==> src/rtl/uart_mon_pkg.sv <==
// Shared types and helpers for the UART receive monitor.
// UART_MON_PARITY_EN adds the PARITY state (8E1 framing); default is 8N1.
package uart_mon_pkg;

`ifdef UART_MON_PARITY_EN
   typedef enum logic [2:0] {
      ST_IDLE,
      ST_START,
      ST_DATA,
      ST_PARITY,
      ST_STOP
   } rx_state_t;
`else
   typedef enum logic [1:0] {
      ST_IDLE,
      ST_START,
      ST_DATA,
      ST_STOP
   } rx_state_t;
`endif

   function automatic int calc_div(input int clk_hz, input int baud);
      return clk_hz / baud;
   endfunction

   function automatic int ch_width(input int n);
      return (n > 1) ? $clog2(n) : 1;
   endfunction

endpackage

==> src/rtl/uart_rx_chan.sv <==
// One UART receive channel: input synchroniser, frame FSM, baud timer, holding register.
// UART_MON_PARITY_EN inserts an even-parity check between the data and stop bits.
//
// state  | meaning
// IDLE   | waiting for a falling edge on the synced line
// START  | half-bit wait, confirm start bit still low
// DATA   | 8 samples at DIV spacing, LSB first
// PARITY | even-parity sample (parity build only)
// STOP   | stop-bit sample, deliver or flag the byte
module uart_rx_chan
   import uart_mon_pkg::*;
#(
   parameter int DIV = 108
) (
   input  logic       clk,
   input  logic       rst,
   input  logic       rx,
   input  logic       clr,
   input  logic       take,
   output logic       pending,
   output logic [7:0] data,
   output logic       frame_err,
   output logic       overflow
);

   localparam int            CW       = (DIV > 2) ? $clog2(DIV) : 1;
   localparam logic [CW-1:0] CNT_TOP  = CW'(DIV - 1);
   localparam logic [CW-1:0] CNT_HALF = CW'(DIV - 1 - DIV / 2);

   rx_state_t     state;
   logic          rx_s1, rx_s2, rx_prev;
   logic [CW-1:0] cnt;
   logic [2:0]    bit_idx;
   logic [7:0]    shreg;
   logic          tick;

   assign tick = (cnt == '0);

   always_ff @(posedge clk or posedge rst) begin
      if (rst) begin
         state     <= ST_IDLE;
         rx_s1     <= 1'b1;
         rx_s2     <= 1'b1;
         rx_prev   <= 1'b1;
         cnt       <= '0;
         bit_idx   <= '0;
         shreg     <= '0;
         pending   <= 1'b0;
         data      <= '0;
         frame_err <= 1'b0;
         overflow  <= 1'b0;
      end else begin
         rx_s1   <= rx;
         rx_s2   <= rx_s1;
         rx_prev <= rx_s2;
         cnt     <= tick ? CNT_TOP : cnt - CW'(1);

         // clear first so a same-cycle error below overrides it
         if (clr) begin
            frame_err <= 1'b0;
            overflow  <= 1'b0;
         end
         if (take)
            pending <= 1'b0;

         case (state)
            ST_IDLE: begin
               if (rx_prev && !rx_s2) begin
                  state <= ST_START;
                  cnt   <= CNT_TOP;
               end
            end
            ST_START: begin
               if (cnt == CNT_HALF) begin
                  cnt     <= CNT_TOP;
                  bit_idx <= '0;
                  state   <= rx_s2 ? ST_IDLE : ST_DATA;
               end
            end
            ST_DATA: begin
               if (tick) begin
                  shreg   <= {rx_s2, shreg[7:1]};
                  bit_idx <= bit_idx + 3'd1;
                  if (bit_idx == 3'd7) begin
                     cnt <= CNT_TOP;
`ifdef UART_MON_PARITY_EN
                     state <= ST_PARITY;
`else
                     state <= ST_STOP;
`endif
                  end
               end
            end
`ifdef UART_MON_PARITY_EN
            ST_PARITY: begin
               if (tick) begin
                  cnt <= CNT_TOP;
                  if (rx_s2 != ^shreg) begin
                     frame_err <= 1'b1;
                     state     <= ST_IDLE;
                  end else begin
                     state <= ST_STOP;
                  end
               end
            end
`endif
            ST_STOP: begin
               if (tick) begin
                  cnt   <= CNT_TOP;
                  state <= ST_IDLE;
                  if (!rx_s2) begin
                     frame_err <= 1'b1;
                  end else if (pending && !take) begin
                     overflow <= 1'b1;
                  end else begin
                     pending <= 1'b1;
                     data    <= shreg;
                  end
               end
            end
            default: state <= ST_IDLE;
         endcase
      end
   end

endmodule

==> src/rtl/uart_rx_monitor.sv <==
// Multi-channel UART receive monitor: per-channel receivers, round-robin arbiter, shared FIFO.
// Define UART_MON_PARITY_EN for 8E1 framing; default build is 8N1.
module uart_rx_monitor
   import uart_mon_pkg::*;
#(
   parameter int NUM_CH      = 1,
   parameter int CLK_FREQ_HZ = 12_500_000,
   parameter int BAUD        = 115200,
   parameter int FIFO_DEPTH  = 16
) (
   input  logic                          clk,
   input  logic                          rst,
   input  logic [NUM_CH-1:0]             i_rx,
   output logic [7:0]                    o_data,
   output logic [ch_width(NUM_CH)-1:0]   o_ch,
   output logic                          o_valid,
   input  logic                          i_ready,
   output logic [NUM_CH-1:0]             o_frame_err,
   output logic [NUM_CH-1:0]             o_overflow,
   input  logic                          i_clr
);

   localparam int DIV = calc_div(CLK_FREQ_HZ, BAUD);
   localparam int CHW = ch_width(NUM_CH);
   localparam int AW  = $clog2(FIFO_DEPTH);

   logic [NUM_CH-1:0] pend;
   logic [NUM_CH-1:0] take;
   logic [7:0]        chan_data [NUM_CH];

   for (genvar g = 0; g < NUM_CH; g++) begin : g_ch
      uart_rx_chan #(.DIV(DIV)) u_chan (
         .clk       (clk),
         .rst       (rst),
         .rx        (i_rx[g]),
         .clr       (i_clr),
         .take      (take[g]),
         .pending   (pend[g]),
         .data      (chan_data[g]),
         .frame_err (o_frame_err[g]),
         .overflow  (o_overflow[g])
      );
   end

   logic [AW:0]    wptr, rptr;
   logic [7:0]     mem_data [FIFO_DEPTH];
   logic [CHW-1:0] mem_ch   [FIFO_DEPTH];
   logic           full, empty, pop, push;

   assign empty = (wptr == rptr);
   assign full  = (wptr[AW] != rptr[AW]) && (wptr[AW-1:0] == rptr[AW-1:0]);
   assign pop   = !empty && i_ready;

   assign o_valid = !empty;
   assign o_data  = mem_data[rptr[AW-1:0]];
   assign o_ch    = mem_ch[rptr[AW-1:0]];

   logic [CHW-1:0] rr_ptr, grant_idx, lo_idx, hi_idx;
   logic           lo_vld, hi_vld;

   // lowest pending at or above rr_ptr, else lowest pending overall
   always_comb begin
      lo_idx = '0;
      hi_idx = '0;
      lo_vld = 1'b0;
      hi_vld = 1'b0;
      for (int i = NUM_CH - 1; i >= 0; i--) begin
         if (pend[i]) begin
            lo_idx = CHW'(i);
            lo_vld = 1'b1;
            if (i >= int'(rr_ptr)) begin
               hi_idx = CHW'(i);
               hi_vld = 1'b1;
            end
         end
      end
      grant_idx = hi_vld ? hi_idx : lo_idx;
      push      = lo_vld && (!full || pop);
      take      = '0;
      for (int i = 0; i < NUM_CH; i++)
         take[i] = push && (grant_idx == CHW'(i));
   end

   always_ff @(posedge clk or posedge rst) begin
      if (rst) begin
         wptr   <= '0;
         rptr   <= '0;
         rr_ptr <= '0;
         for (int i = 0; i < FIFO_DEPTH; i++) begin
            mem_data[i] <= '0;
            mem_ch[i]   <= '0;
         end
      end else begin
         if (push) begin
            mem_data[wptr[AW-1:0]] <= chan_data[grant_idx];
            mem_ch[wptr[AW-1:0]]   <= grant_idx;
            wptr                   <= wptr + (AW+1)'(1);
            rr_ptr <= (grant_idx == CHW'(NUM_CH - 1)) ? '0 : grant_idx + CHW'(1);
         end
         if (pop)
            rptr <= rptr + (AW+1)'(1);
      end
   end

endmodule
==> config.mk <==
export PLATFORM = sky130hd
export DESIGN_NAME = uart_rx_monitor
export DESIGN_NICKNAME = d
export VERILOG_FILES = /design/src/rtl/uart_mon_pkg.sv /design/src/rtl/uart_rx_chan.sv /design/src/rtl/uart_rx_monitor.sv
export SDC_FILE = /design/constraint.sdc
export NUM_CORES = 1
export LEC_CHECK = 0
export BUFFER_PORTS_ARGS = -buffer_cell sky130_fd_sc_hd__buf_2
export CORE_MARGIN = 2
export CORE_UTILIZATION = 45
export CTS_CLUSTER_SIZE = 12
export DETAILED_ROUTE_END_ITERATION = 16
export PLACE_DENSITY = 0.57
export SLEW_MARGIN = 20
export SYNTH_ARGS = -nofsm -noshare
export SYNTH_HDL_FRONTEND = slang
export SYNTH_HIERARCHICAL = 1
export SYNTH_SLANG_ARGS = --single-unit
export TNS_END_PERCENT = 100
==> constraint.sdc <==
create_clock -name clk -period 13.7 [get_ports clk]
set_input_delay 2.055 -clock clk [delete_from_list [all_inputs] [get_ports clk]]
set_output_delay 2.055 -clock clk [all_outputs]
set_load 0.02 [all_outputs]
Word-level counts from Yosys, hierarchy flattened
Cells that the tools add are included.
{"block": "word_totals", "ff_bits": 188, "elab_cells": 131, "inputBits": 5, "output_inout_bits": 12}
{"block": "classes", "add_sub_neg": 4, "n_reduce_logical": 18, "bitwise": 5, "n_lt_le_gt_ge": 3, "muxes": 43, "n_eq_ne": 13}
{"operator": "128-bit bitwise mux", "n": 1}
{"operator": "7-bit 2-to-1 mux", "n": 6}
{"operator": "8-bit binary-select mux with 4-bit select", "n": 1}
{"operator": "8-bit demux with 4-bit select", "n": 1}
{"operator": "7-bit one-hot mux with 4 select lines", "n": 1}
{"operator": "8-bit 2-to-1 mux", "n": 3}
{"operator": "1-bit 2-to-1 mux", "n": 18}
{"operator": "16-bit bitwise AND", "n": 1}
{"operator": "16-bit NOT", "n": 1}
{"operator": "2-bit 2-to-1 mux", "n": 6}
{"operator": "5-bit by 1-bit adder with 5-bit output, second input constant", "n": 2}
{"operator": "5-bit >= comparator, second input constant", "n": 2}
{"operator": "2-bit by 1-bit inequality test with 1-bit output, second input constant", "n": 5}
{"operator": "4-bit NOT with 5-bit output", "n": 2}
{"operator": "2-bit one-hot mux with 4 select lines", "n": 1}
{"operator": "7-bit by 6-bit == test with 1-bit output, second input constant", "n": 1}
{"operator": "7-bit logical NOT", "n": 1}
{"operator": "7-bit by 1-bit subtractor with 7-bit output, second input constant", "n": 1}
{"operator": "1-bit logical AND", "n": 6}
{"operator": "3-bit 2-to-1 mux", "n": 2}
{"operator": "3-bit one-hot mux with 2 select lines", "n": 1}
{"operator": "5-bit == test", "n": 1}
{"operator": "5-bit by 1-bit less-than comparator with 1-bit output, second input constant", "n": 1}
{"operator": "5-bit AND reduction", "n": 1}
{"operator": "other kinds (16)", "n": 20}

Logic depth before layout (Yosys ltp)
{"block": "logic_depth", "word_depth": 11, "depth_mapped": 9, "mapped_depth_nobuf": 6}

Hierarchy
The synthesis kept the hierarchy.
{"mod": "uart_rx_monitor", "cells_per_inst": 507, "instances": 1, "seq_area_each_um2": 3853.7, "area_each_um2": 7188.1}
{"mod": "uart_rx_chan", "cells_per_inst": 119, "instances": 1, "seq_area_each_um2": 854.6, "area_each_um2": 1521.5}

Least setup slack after synthesis
No wires, ideal clock.
{"block": "synth_path", "kind": "register -> output", "from": "register rptr[0]", "to": "output o_ch", "t_required_ns": 11.645, "stages_incl_launch_ff": 8, "setup_slack_ns": 9.788, "arrival_ns": 1.857, "n_path_buf": 4, "cell_sequence": "dfrtp_1 -> clkbuf_1 -> buf_2 -> buf_4 -> buf_2 -> mux4_2 -> o21ai_0 -> nand2_1"}
{"block": "synth_between", "elab_chain_len": 4}
{"item": "start: declaration", "line_no": "uart_rx_monitor.sv:45", "source": "logic [AW:0] wptr, rptr;"}
{"item": "start signal: assignment", "line_no": "uart_rx_monitor.sv:101", "source": "rptr <= rptr + (AW+1)'(1);"}
{"item": "4-bit NOT with 5-bit output (implied by the code)", "line_no": "uart_rx_monitor.sv:56", "source": "assign o_ch = mem_ch[rptr[AW-1:0]];"}
{"item": "1-bit binary-select mux with 4-bit select", "line_no": "uart_rx_monitor.sv:56"}
{"item": "1-bit 2-to-1 mux (implied by the code) (2 in a row)", "line_no": "uart_rx_monitor.sv:56"}
{"item": "end: declaration", "line_no": "uart_rx_monitor.sv:15", "source": "output logic [ch_width(NUM_CH)-1:0] o_ch,"}
Every way passes these cells. The select of a mux whose other input is x is not followed.

Worst setup path after layout
{"block": "layout_path", "from": "register rptr[0]", "to": "output o_data[0]"}
{"block": "layout_between", "elab_chain_len": 4}
{"item": "4-bit NOT with 5-bit output (implied by the code)", "line_no": "uart_rx_monitor.sv:55", "source": "assign o_data = mem_data[rptr[AW-1:0]];"}
{"item": "8-bit binary-select mux with 4-bit select", "line_no": "uart_rx_monitor.sv:55"}
{"item": "8-bit 2-to-1 mux (implied by the code) (2 in a row)", "line_no": "uart_rx_monitor.sv:55"}
{"item": "end: declaration", "line_no": "uart_rx_monitor.sv:14", "source": "output logic [7:0] o_data,"}
Every way passes these cells. The select of a mux whose other input is x is not followed.

==> results.sh <==
export IMPL_gp_congestion=0.755
export IMPL_drtAntennaViolNets=0
export IMPL_drv_cap=0
export IMPL_synthesis_area_um2=8710
export IMPL_die_x_um=143
export IMPL_syn_nets=641
export IMPL_route_detailed_drc=0
export IMPL_fill_cells=1640
export IMPL_cts_num_sinks=188
export IMPL_dieHeight_um=143
export IMPL_grt_max_degree=86
export IMPL_ys_seq_area_share_pct=54.1
export IMPL_reg2reg_from="rptr[3]"
export IMPL_num_vias=5133
export IMPL_crit_fanout=38
export IMPL_syn2layout_area_growth_pct=10.4
export IMPL_grt_overflow=0
export IMPL_htreeDepth=4
export IMPL_rr_worst_depth=7
export IMPL_yosysTopAreaCell="dfrtp_1"
export IMPL_hold_path_class="reg2reg"
export IMPL_seqCellArea_um2=4710
export IMPL_clock_path_buffers=2
export IMPL_hold_depth=0
export IMPL_required_ns=11.64
export IMPL_portBuffers=16
export IMPL_synth_most_common_cell="dfrtp_1"
export IMPL_async_flop_share_pct=100
export IMPL_synth_edf_count=0
export IMPL_final_setup_viol_count=0
export IMPL_post_cts_buffers=0
export IMPL_synth_ff_type="dfrtp_1"
export IMPL_r2r_setup_slack_ns=10.49
export IMPL_cts_repair_resized=0
export IMPL_tightest_slew_ns=0.966
export IMPL_holdPathEnd="g_ch[0].u_chan/rx_s2"
export IMPL_fin_nets=647
export IMPL_synth_cell_types=51
export IMPL_tritoncts="done"
export IMPL_ys_ff_latch=188
export IMPL_fp_row_count=50
export IMPL_hold_viol=0
export IMPL_status="complete, no violations"
export IMPL_min_from="g_ch[0].u_chan/rx_s1"
export IMPL_first_global_vias=5463
export IMPL_fin_crit_ns=4.91
export IMPL_clk_latency_ns=0.43
export IMPL_clock_fmax_ghz=0.204
export IMPL_grt_use_total_pct=20.1
export IMPL_grt_setup_unrepaired="no"
export IMPL_cts_clk_slew_worst_paths_ns=0.07
export IMPL_numCtsBuffers=17
export IMPL_cp_start_kind="flop"
export IMPL_dr_pass1_iters=4
export IMPL_path_class="reg2out"
export IMPL_multi_input_area_um2=3800
export IMPL_core_region_area_um2=18800
export IMPL_routedWlPerCell_um=21.1
export IMPL_yosysWarnings=6
export IMPL_drt_iter0_drc=239
export IMPL_syn_area_per_cell_um2=13.9
export IMPL_grt_pass1_wl_um=31100
export IMPL_start_util_pct=46.3
export IMPL_p_per_area_nw_per_um2=154
export IMPL_ios=17
export IMPL_netlist_area_leader_share_pct=53.2
export IMPL_holdWs_ns=0.357
export IMPL_p_leak_nw=4.52
export IMPL_final_layout_size_suffix_gt1_share_pct=37.4
export IMPL_slew_headroom_pct=35.6
export IMPL_grt_antenna_before_repair=0
export IMPL_fin_crit_sh_pct=35.8
export IMPL_postCtsHoldBufs=0
export IMPL_synth_common_cells="dfrtp_1, mux2_2, mux2i_1"
export IMPL_ctsRootBufferMaster="clkbuf_16"
export IMPL_fin_skew_ns=0.00980
export IMPL_ys_top_cells_by_area="dfrtp_1, mux2_2, mux4_2, mux2i_1, a21oi_2"
export IMPL_avgViaCountPerCell=5.67
export IMPL_arrival_ns=2.85
export IMPL_die_area_um2=20500
export IMPL_synth_cells=626
export IMPL_dp_hpwl_um=12400
export IMPL_critPathCaptureType="output port"
export IMPL_wl_um=19100
export IMPL_ir_drop_v=0.0000950
export IMPL_drv_slew=0
export IMPL_setup_tns_ns=0
export IMPL_reg2reg_to="g_ch[0].u_chan/data[2]"
export IMPL_diodes=0
per-stage QoR:
stage               total power [W]  setup slack [ns]  instance area [µm²]  instances  util (%)
floorplan                  0.000884              7.50                 8710        626         -
global placement           0.000981              9.24                 9010        873      47.9
detailed placement         0.000986              9.21                 9010        873      47.9
CTS                         0.00150              8.73                 9620        905      51.1
global route                0.00155              8.58                 9620        905      51.1
finish                      0.00148              8.79                 9620        905      51.1
power breakdown:
group	internal [W]	switching (W)	leakage, nW	total, W
combinational	0.000131	0.000210	1.66	0.000340
sequential	0.000576	0.0000543	2.56	0.000630
clock	0.000298	0.000210	0.291	0.000508
state kept, by name, indices dropped and copies added, names as in the netlist, named ones only:
| name | flops |
|---|---|
| mem_ch | 16 |
| mem_data | 128 |
| g_ch.u_chan/shreg | 8 |
| g_ch.u_chan/data | 8 |
| rptr | 5 |
| g_ch.u_chan/state | 1 |
| g_ch.u_chan/rx_s2 | 1 |
| g_ch.u_chan/frame_err | 1 |
| g_ch.u_chan/overflow | 1 |
| g_ch.u_chan/cnt | 7 |
| g_ch.u_chan/rx_prev | 1 |
| wptr | 5 |
| g_ch.u_chan/bit_idx | 3 |
| g_ch.u_chan/pending | 1 |
| g_ch.u_chan/rx_s1 | 1 |
layout make-up:
cell class,count,area share [%]
multi-input cells,392,39.6
clock inverters,10,1.47
well taps,260,3.38
clock buffers,22,4.83
inverters,11,0.481
flip-flops and latches,188,49.0
repair buffers,22,1.30
worst max-delay path, cell delays in order, from the launching register on:
cell and delay [ns]:
dfrtp_4 0.70, buf_4 0.63, mux4_2 0.60, o21ai_0 0.19, nand2_1 0.08, buf_2 0.16
cells by family (layout without fill, tap and decap cells):
kind of cell / after synthesis / after routing / synth area share (%)
and+or+nand+nor: 87 / 87 / 6.08
DFF: 188 / 188 / 54.1
xor gates and xnor gates: 16 / 16 / 1.61
AOI/OAI and AO/OA: 79 / 79 / 6.90
muxes: 200 / 200 / 27.7
adders and majority gates: 10 / 10 / 1.44
buffers and inverters: 46 / 65 / 2.26
layout by cell type, fill, tap and decap left out, types with 13 or more instances in the layout:
cell	n
dfrtp_1	184
mux2_2	146
mux2i_1	36
nor2b_1	19
nand2_1	18
mux4_2	18
clkbuf_16	17
o211ai_1	16
buf_2	16
a21oi_2	15
o21ai_0	14
nand3_1	13
per-layer routing:
metal  up-vias  track usage (%)  part of all wire [%]
li1       2330                -                     -
met1      2712             27.4                    46
met2        74             33.2                    49
met3        17             3.52                   2.9
met4         0             5.68                   1.5
met5         -                0                     0
how the worst max path moves through the flow:
| stage | from | cells after the start | end | slack, ns |
|---|---|---|---|---|
| global placement | rptr[0] | 5 | o_data[0] | 9.24 |
| global route | rptr[0] | 5 | o_data[0] | 8.58 |
| CTS | rptr[0] | 5 | o_data[0] | 8.73 |
| finish | rptr[0] | 5 | o_data[0] | 8.79 |
| floorplan | rst | 1 | mem_ch[0] | 7.50 |
| detailed placement | rptr[0] | 5 | o_data[0] | 9.21 |
Note: power is estimated with default switching activity, not from simulation.
